--- src/rtl/burst_sram_ctrl.sv ---
// burst_sram_ctrl: sequences one burst command into one SRAM access per beat.
// Latency: accept in cycle 0, first SRAM access in cycle 1; an N-beat read returns rvalid in cycles 2..N+1, with done in cycle N+1.
// Backpressure: req_ready only while idle; wvalid low stalls a write burst; read data has no backpressure.
// Ports: clk/rst (sync, active-high), req_* command channel, wdata/wvalid/wready write stream,
//        rdata/rvalid read stream, sram_* single-port SRAM side, busy/done/err status.
// Option: define BURST_STRIDE_EN for a strided burst (address step STRIDE_LEN); otherwise the step is 1.
module burst_sram_ctrl #(
    parameter int ADDR_WIDTH = 10,
    parameter int DATA_WIDTH = 8,
    parameter int BURST_LEN  = 15,
    parameter int STRIDE_LEN = 8,
    localparam int LEN_W     = $clog2(BURST_LEN + 1)
) (
    input  logic                  clk,
    input  logic                  rst,
    input  logic                  req_valid,
    output logic                  req_ready,
    input  logic                  req_write,
    input  logic [ADDR_WIDTH-1:0] req_addr,
    input  logic [LEN_W-1:0]      req_len,
    input  logic [DATA_WIDTH-1:0] wdata,
    input  logic                  wvalid,
    output logic                  wready,
    output logic [DATA_WIDTH-1:0] rdata,
    output logic                  rvalid,
    output logic                  sram_en,
    output logic                  sram_we,
    output logic [ADDR_WIDTH-1:0] sram_addr,
    output logic [DATA_WIDTH-1:0] sram_wdata,
    input  logic [DATA_WIDTH-1:0] sram_rdata,
    output logic                  busy,
    output logic                  done,
    output logic                  err
);

    // Reject nonsensical parameter sets at elaboration rather than in silicon.
    if (BURST_LEN < 1 || STRIDE_LEN < 1) begin : g_bad_param
        $error("burst_sram_ctrl: BURST_LEN and STRIDE_LEN must be at least 1");
    end

`ifdef BURST_STRIDE_EN
    localparam logic [ADDR_WIDTH-1:0] STEP = ADDR_WIDTH'(STRIDE_LEN);
`else
    localparam logic [ADDR_WIDTH-1:0] STEP = ADDR_WIDTH'(1);
`endif

    // RD issues beats 1..N-1; RD_LAST issues the final access so that the
    // last rvalid lands in the DONE cycle.
    typedef enum logic [2:0] {
        S_IDLE,
        S_WR,
        S_RD,
        S_RD_LAST,
        S_DONE
    } state_t;

    state_t                state_q, state_d;
    logic [ADDR_WIDTH-1:0] ptr_q, ptr_d;
    logic [LEN_W-1:0]      cnt_q, cnt_d;
    logic                  err_q, err_d;
    logic                  rvalid_q, rvalid_d;
    logic                  len_ok;

    assign len_ok = (req_len != '0) && (int'(req_len) <= BURST_LEN);

    always_comb begin
        state_d    = state_q;
        ptr_d      = ptr_q;
        cnt_d      = cnt_q;
        err_d      = 1'b0;
        req_ready  = 1'b0;
        wready     = 1'b0;
        sram_en    = 1'b0;
        sram_we    = 1'b0;
        sram_wdata = '0;
        done       = 1'b0;

        case (state_q)
            S_IDLE: begin
                req_ready = !rst;
                if (req_valid) begin
                    if (!len_ok) begin
                        err_d = 1'b1;
                    end else begin
                        ptr_d = req_addr;
                        cnt_d = req_len;
                        if (req_write)
                            state_d = S_WR;
                        else if (req_len == LEN_W'(1))
                            state_d = S_RD_LAST;
                        else
                            state_d = S_RD;
                    end
                end
            end
            S_WR: begin
                wready     = 1'b1;
                sram_en    = wvalid;
                sram_we    = wvalid;
                sram_wdata = wdata;
                if (wvalid) begin
                    ptr_d = ptr_q + STEP;
                    cnt_d = cnt_q - LEN_W'(1);
                    if (cnt_q == LEN_W'(1))
                        state_d = S_DONE;
                end
            end
            S_RD: begin
                sram_en = 1'b1;
                ptr_d   = ptr_q + STEP;
                cnt_d   = cnt_q - LEN_W'(1);
                if (cnt_q == LEN_W'(2))
                    state_d = S_RD_LAST;
            end
            S_RD_LAST: begin
                sram_en = 1'b1;
                ptr_d   = ptr_q + STEP;
                cnt_d   = cnt_q - LEN_W'(1);
                state_d = S_DONE;
            end
            S_DONE: begin
                done    = 1'b1;
                state_d = S_IDLE;
            end
            default: state_d = S_IDLE;
        endcase
    end

    // A read access in this cycle yields valid SRAM data in the next one.
    assign rvalid_d = (state_q == S_RD) || (state_q == S_RD_LAST);

    always_ff @(posedge clk) begin
        if (rst) begin
            state_q  <= S_IDLE;
            ptr_q    <= '0;
            cnt_q    <= '0;
            err_q    <= 1'b0;
            rvalid_q <= 1'b0;
        end else begin
            state_q  <= state_d;
            ptr_q    <= ptr_d;
            cnt_q    <= cnt_d;
            err_q    <= err_d;
            rvalid_q <= rvalid_d;
        end
    end

    assign sram_addr = ptr_q;
    assign rvalid    = rvalid_q;
    assign rdata     = rvalid_q ? sram_rdata : '0;
    assign busy      = (state_q != S_IDLE);
    assign err       = err_q;

endmodule
--- config.mk ---
export PLATFORM = sky130hd
export DESIGN_NAME = burst_sram_ctrl
export DESIGN_NICKNAME = d
export VERILOG_FILES = /design/src/rtl/burst_sram_ctrl.sv
export SDC_FILE = /design/constraint.sdc
export NUM_CORES = 1
export LEC_CHECK = 0
export CAP_MARGIN = 10
export CORE_MARGIN = 2
export CORE_UTILIZATION = 35
export CTS_CLUSTER_DIAMETER = 50
export CTS_CLUSTER_SIZE = 25
export DETAILED_ROUTE_END_ITERATION = 8
export PLACE_DENSITY = 0.74
export SYNTH_ARGS = -nofsm -noshare
export SYNTH_HDL_FRONTEND = slang
export SYNTH_SLANG_ARGS = --single-unit
--- constraint.sdc ---
create_clock -name clk -period 2.6 [get_ports clk]
set_clock_uncertainty 0.1 [all_clocks]
set_input_delay 0.39 -clock clk [delete_from_list [all_inputs] [get_ports clk]]
set_output_delay 0.39 -clock clk [all_outputs]
set_load 0.01 [all_outputs]
# Word-level counts from Yosys, hierarchy flattened
# Index checks and enable logic that the tools add are counted.
[classes]
add_sub_neg = 2
bitwise_logic = 2
n_reduce_logical = 10
eq_ne = 12
mux = 24
[ops]
columns = ["cell", "count"]
rows = [
  ["$mux W10", 3],
  ["$pmux W10 S3", 1],
  ["$mux W8", 2],
  ["$mux W3", 5],
  ["$mux W4", 3],
  ["$pmux W3 S4", 1],
  ["$pmux W4 S3", 1],
  ["$add A10 B1 Y10 const B", 1],
  ["$ne A2 B2 Y1 const B", 5],
  ["$eq A4 B1 Y1 const B", 2],
  ["$eq A3 B2 Y1 const B", 2],
  ["$mux W1", 6],
  ["$reduce_bool A3 Y1", 2],
  ["$reduce_and A5 Y1", 1],
  ["$eq A4 B2 Y1 const B", 1],
  ["$reduce_and A4 Y1", 1],
  ["$reduce_bool A4 Y1", 1],
  ["$sub A4 B1 Y4 const B", 1],
  ["$eq A3 B1 Y1 const B", 1],
  ["$eq A3 B3 Y1 const B", 1],
  ["$logic_not A3 Y1", 1],
  ["$reduce_or A3 Y1", 1],
  ["$mux W2", 1],
  ["$not A1 Y1", 2],
  ["4 further kinds", 4],
]
[word_totals]
input_bits = 35
out_inout_bits = 34
register_bits = 19

# Logic depth before layout (Yosys ltp)
[logic_depth]
depth_word = 6
ltp_mapped = 6
depth_no_buf = 6

# Worst setup path before layout
# No wires, ideal clock.
[synth_path]
kind = "input port to flip-flop"
start = "input port req_len[2]"
end = "register cnt_q[0]"
path_buffers = 1
path_stages = 4
arrival_time_ps = 1567
setup_slack_ps = 846
setup_ps = 86
path_cell_list = "or4_4 o221a_4 buf_6 a221oi_2"
[synth_between]
elab_chain_len = 3
[synth_rtl]
columns = ["element", "line_no", "source"]
rows = [
  ["start, declared", "20", "input logic [LEN_W-1:0] req_len,"],
  ["$reduce_bool A4 Y1", "64", "assign len_ok = (req_len != '0) && (int'(req_len) <= BURST_LEN);"],
  ["$ne A2 B2 Y1 (no source line)", "-", ""],
  ["$reduce_and A4 Y1 (no source line)", "-", ""],
  ["end signal, assigned", "142", "cnt_q <= cnt_d;"],
  ["end, declared", "59", "logic [LEN_W-1:0] cnt_q, cnt_d;"],
]
# No other way between the ends.
# A chain may end at the register's enable or synchronous reset.

# Final worst setup path
[layout_path]
start = "register state_q[2]"
end = "output port sram_we"
[layout_between]
elab_chain_len = 2
[layout_rtl]
columns = ["element", "line_no", "source"]
rows = [
  ["start, declared", "57", "state_t state_q, state_d;"],
  ["start signal, assigned", "140", "state_q <= state_d;"],
  ["$eq A3 B1 Y1", "78", "case (state_q)"],
  ["$mux W1", "78", ""],
  ["end, declared", "27", "output logic sram_we,"],
]
# No other way between the ends.

==> out/qor.csv <==
stage;metric;value;unit
critical_path;element type at the critical path end;output port;
timing;# setup viols final;0;
timing;Max Clock Freq;415;MHz
critical_path;cells on worst reg2reg path;6;
pwr;Final Total Pwr;1320;µW
yosys;warnings from Yosys;0;
run;max_cap viols;0;
critical_path;WP data arrival;1.92;ns
timing;Final WS setup;0.191;ns
yosys;cell area after synthesis;1370;µm²
critical_path;R2R Path End;state_q[0];
floorplanning;I/O pins;69;
timing;final worst path period share;92.6;%
cells_and_area;Antenna diodes;0;
critical_path;CP Launch Type;register;
grt;initial antenna violation count;0;
pwr;Int Power;822;µW
grt;first-pass GRT wire length;5920;µm
cells_and_area;layout cell share with drive strength beyond 1;11.3;%
pwr;clock share of power;15.7;%
clock_tree;Clock Tree Buf Depth;2;
pwr;peak supply drop;474;µV
cells_and_area;fillers;356;
pwr;Comb power frac;52.4;%
yosys;sequential share of the synthesized area;27.8;%
routing;Vias;1551;
cells_and_area;Finished Cell Area;2150;µm²
clock_tree;H-tree level count;1;
routing;Avg WL per Cell;13.3;µm
grt;All-Layer GR Usage;16.7;%
clock_tree;Worst-Skew Late Latency;0.25;ns
grt;vias in the first global route;1305;
yosys;Yosys top cell area share;27.8;%
critical_path;Max Fanout on Critical Path;10;
cells_and_area;Area growth, synth to finish;57.2;%
yosys;Syn Area/Cell;8.09;µm²
clock_tree;Post-CTS Resized;0;
routing;Remaining DRCs;0;
min_path;Min-Delay Path Class;register to register;
floorplanning;starting density of the core;36.8;%
yosys;syn nets;208;
clock_tree;Post-CTS Setup Bufs;0;
routing;DR iter-0 viols;41;
critical_path;R2R Path Start;state_q[0];
cells_and_area;final non-filler cell total;286;
placed_design;worst slack, placed;0.342;ns
pwr;Sw Share;37.9;%
clock_tree;Clock Pin Slew Worst Setup and Hold Paths;0.07;ns
min_path;hold path endpoint;sram_addr[0];
yosys;Yosys reg bits;19;
timing;Slew Limit Fails;0;
min_path;hold depth;2;
timing;Tmin final;2.41;ns
critical_path;r2r setup slk;0.78;ns
yosys;cell with the most instances after synthesis;and2_1;
outcome;status;finished, final reports clean;
yosys;Area contributors post-synth;dfxtp_1, and2_1, nor2_1;
placed_design;I/O Buffers;68;
yosys;ys flop type;dfxtp_1;
yosys;Gate Count Post-Synth;169;
grt;grt ovf;0;
pwr;Power Dens Cells;615;nW/µm²
critical_path;critical path's slowest cell;dfxtp_1;
clock_tree;Clock Sinks;19;
timing;RSZ-0062 raised after global routing;false;
critical_path;crit path cell chain;inv_1, and3_1, and2_1, clkdlybuf4s50_1;
floorplanning;Die H;66.5;µm
clock_tree;clock root buffer;clkbuf_8;
clock_tree;CTS tree;built;
timing;Slew @ Worst Pin;0.306;ns
yosys;leading area contributor after synthesis;dfxtp_1;
placed_design;placed instance area;2100;µm²
min_path;Min-Delay Startpoint;sram_addr[0];
critical_path;Setup CP Type;register to output port;
timing;TNS Setup;0;ns
cells_and_area;Final nets;278;
floorplanning;# rows;22;
timing;Slew headroom;79.5;%
routing;antenna-violating nets left;0;
pwr;Psw;501;µW
yosys;Post-synth top cells;and2_1, dfxtp_1, nor2_1;
yosys;ys async rst share;0;%
routing;first drt pass iteration count;4;
floorplanning;full die area;4420;µm²
clock_tree;total CTS buffers;3;
critical_path;CP delay by family, top;buffers and inverters;
floorplanning;core area;3720;µm²
clock_tree;hold buffers post-CTS;0;
critical_path;CP required;2.11;ns
grt;pin count of the biggest net entering global routing;21;
routing;drt via density;5.42;
pwr;sequential share of power;31.8;%
yosys;Post-synth EDFFs;0;
routing;DRT Wirelength;3800;µm
placed_design;placer congestion estimate;0.814;
critical_path;WP buf/inv;2;
placed_design;DP HPWL;2950;µm
critical_path;slowest cell delay on critical path;0.50;ns
pwr;Leakage;0.000781;µW
placed_design;Cells after DPL;282;
timing;Final Hold Vio Count;0;
yosys;Yosys cell types;49;
floorplanning;Die X;66.5;µm
layer usage:
metal	vias up	wire, µm	global-route usage, %
met2	68	1780	28.6
met1	715	1610	21.0
li1	766	-	-
met5	-	0	0
met3	2	393	4.73
met4	0	13	2.81
power groups by stage:
stage / Combinational, µW / Clock (µW) / Sequential [µW]
global placement: 689 / 0 / 425
finish: 694 / 208 / 421
CTS: 699 / 211 / 421
detailed placement: 697 / 0 / 428
floorplan: 402 / 0 / 427
global route: 758 / 221 / 433
cells by family after synthesis:
logic type                 synth area share (%)
AOI/OAI and AO/OA                          28.1
xor gates and xnor gates                  0.641
adders and majority gates                  3.66
buffers and inverters                      5.49
DFF                                        27.8
muxes                                      1.56
and+or+nand+nor                            32.8
how the worst max path moves through the flow:
stage / cells past startpoint / endpoint / from / slack [ns]
detailed placement: 5 / sram_addr[6] / req_len[2] / 0.34
global placement: 5 / sram_addr[6] / req_len[2] / 0.37
global route: 4 / sram_we / state_q[2] / 0.07
CTS: 4 / sram_we / state_q[2] / 0.17
floorplan: 4 / cnt_q[0] / req_len[2] / 0.85
finish: 4 / sram_we / state_q[2] / 0.19
cell usage in the layout, fill, tap and decap left out, types with 4 or more instances in the layout:
cell	Yosys	final
nand2_1	8	8
buf_4	0	7
clkdlybuf4s50_1	0	68
dfxtp_1	19	19
nand3_1	6	6
nor3_1	8	8
ha_1	4	4
a21oi_1	7	7
inv_1	5	5
and3_1	4	4
and2_1	21	21
o21ai_0	7	7
nor2_1	15	15
state kept, by name (all words and copies together) (netlist names):
register / flops
rvalid: 1
state_q: 3
sram_addr: 10
err: 1
cnt_q: 4
area by class of cell:
cell class,instances,area (µm²),share of cell area [%]
Tap cell,48,60.1,2.79
Sequential cell,19,380,17.7
Clock buffer,4,45.0,2.10
Multi-Input combinational cell,135,912,42.4
Timing Repair Buffer,75,733,34.1
Inverter,5,18.8,0.873
worst register-to-register path, delay by kind of cell, from the launching register on:
family          cells  cell delay [ns]
buf+inv             2             0.36
flops               1             0.31
mux                 1             0.29
simple gates        1             0.46
compound gates      2             0.24
per-stage QoR:
step | utilization, % | hold slack (ns)
final | 57.8 | 0.421
after global routing | 57.8 | 0.445
after CTS | 57.8 | 0.426
after detailed placement | 56.6 | 0.414
after global placement | 56.6 | 0.408
after floorplan | - | 0.380
(Power assumes the default switching activity.)
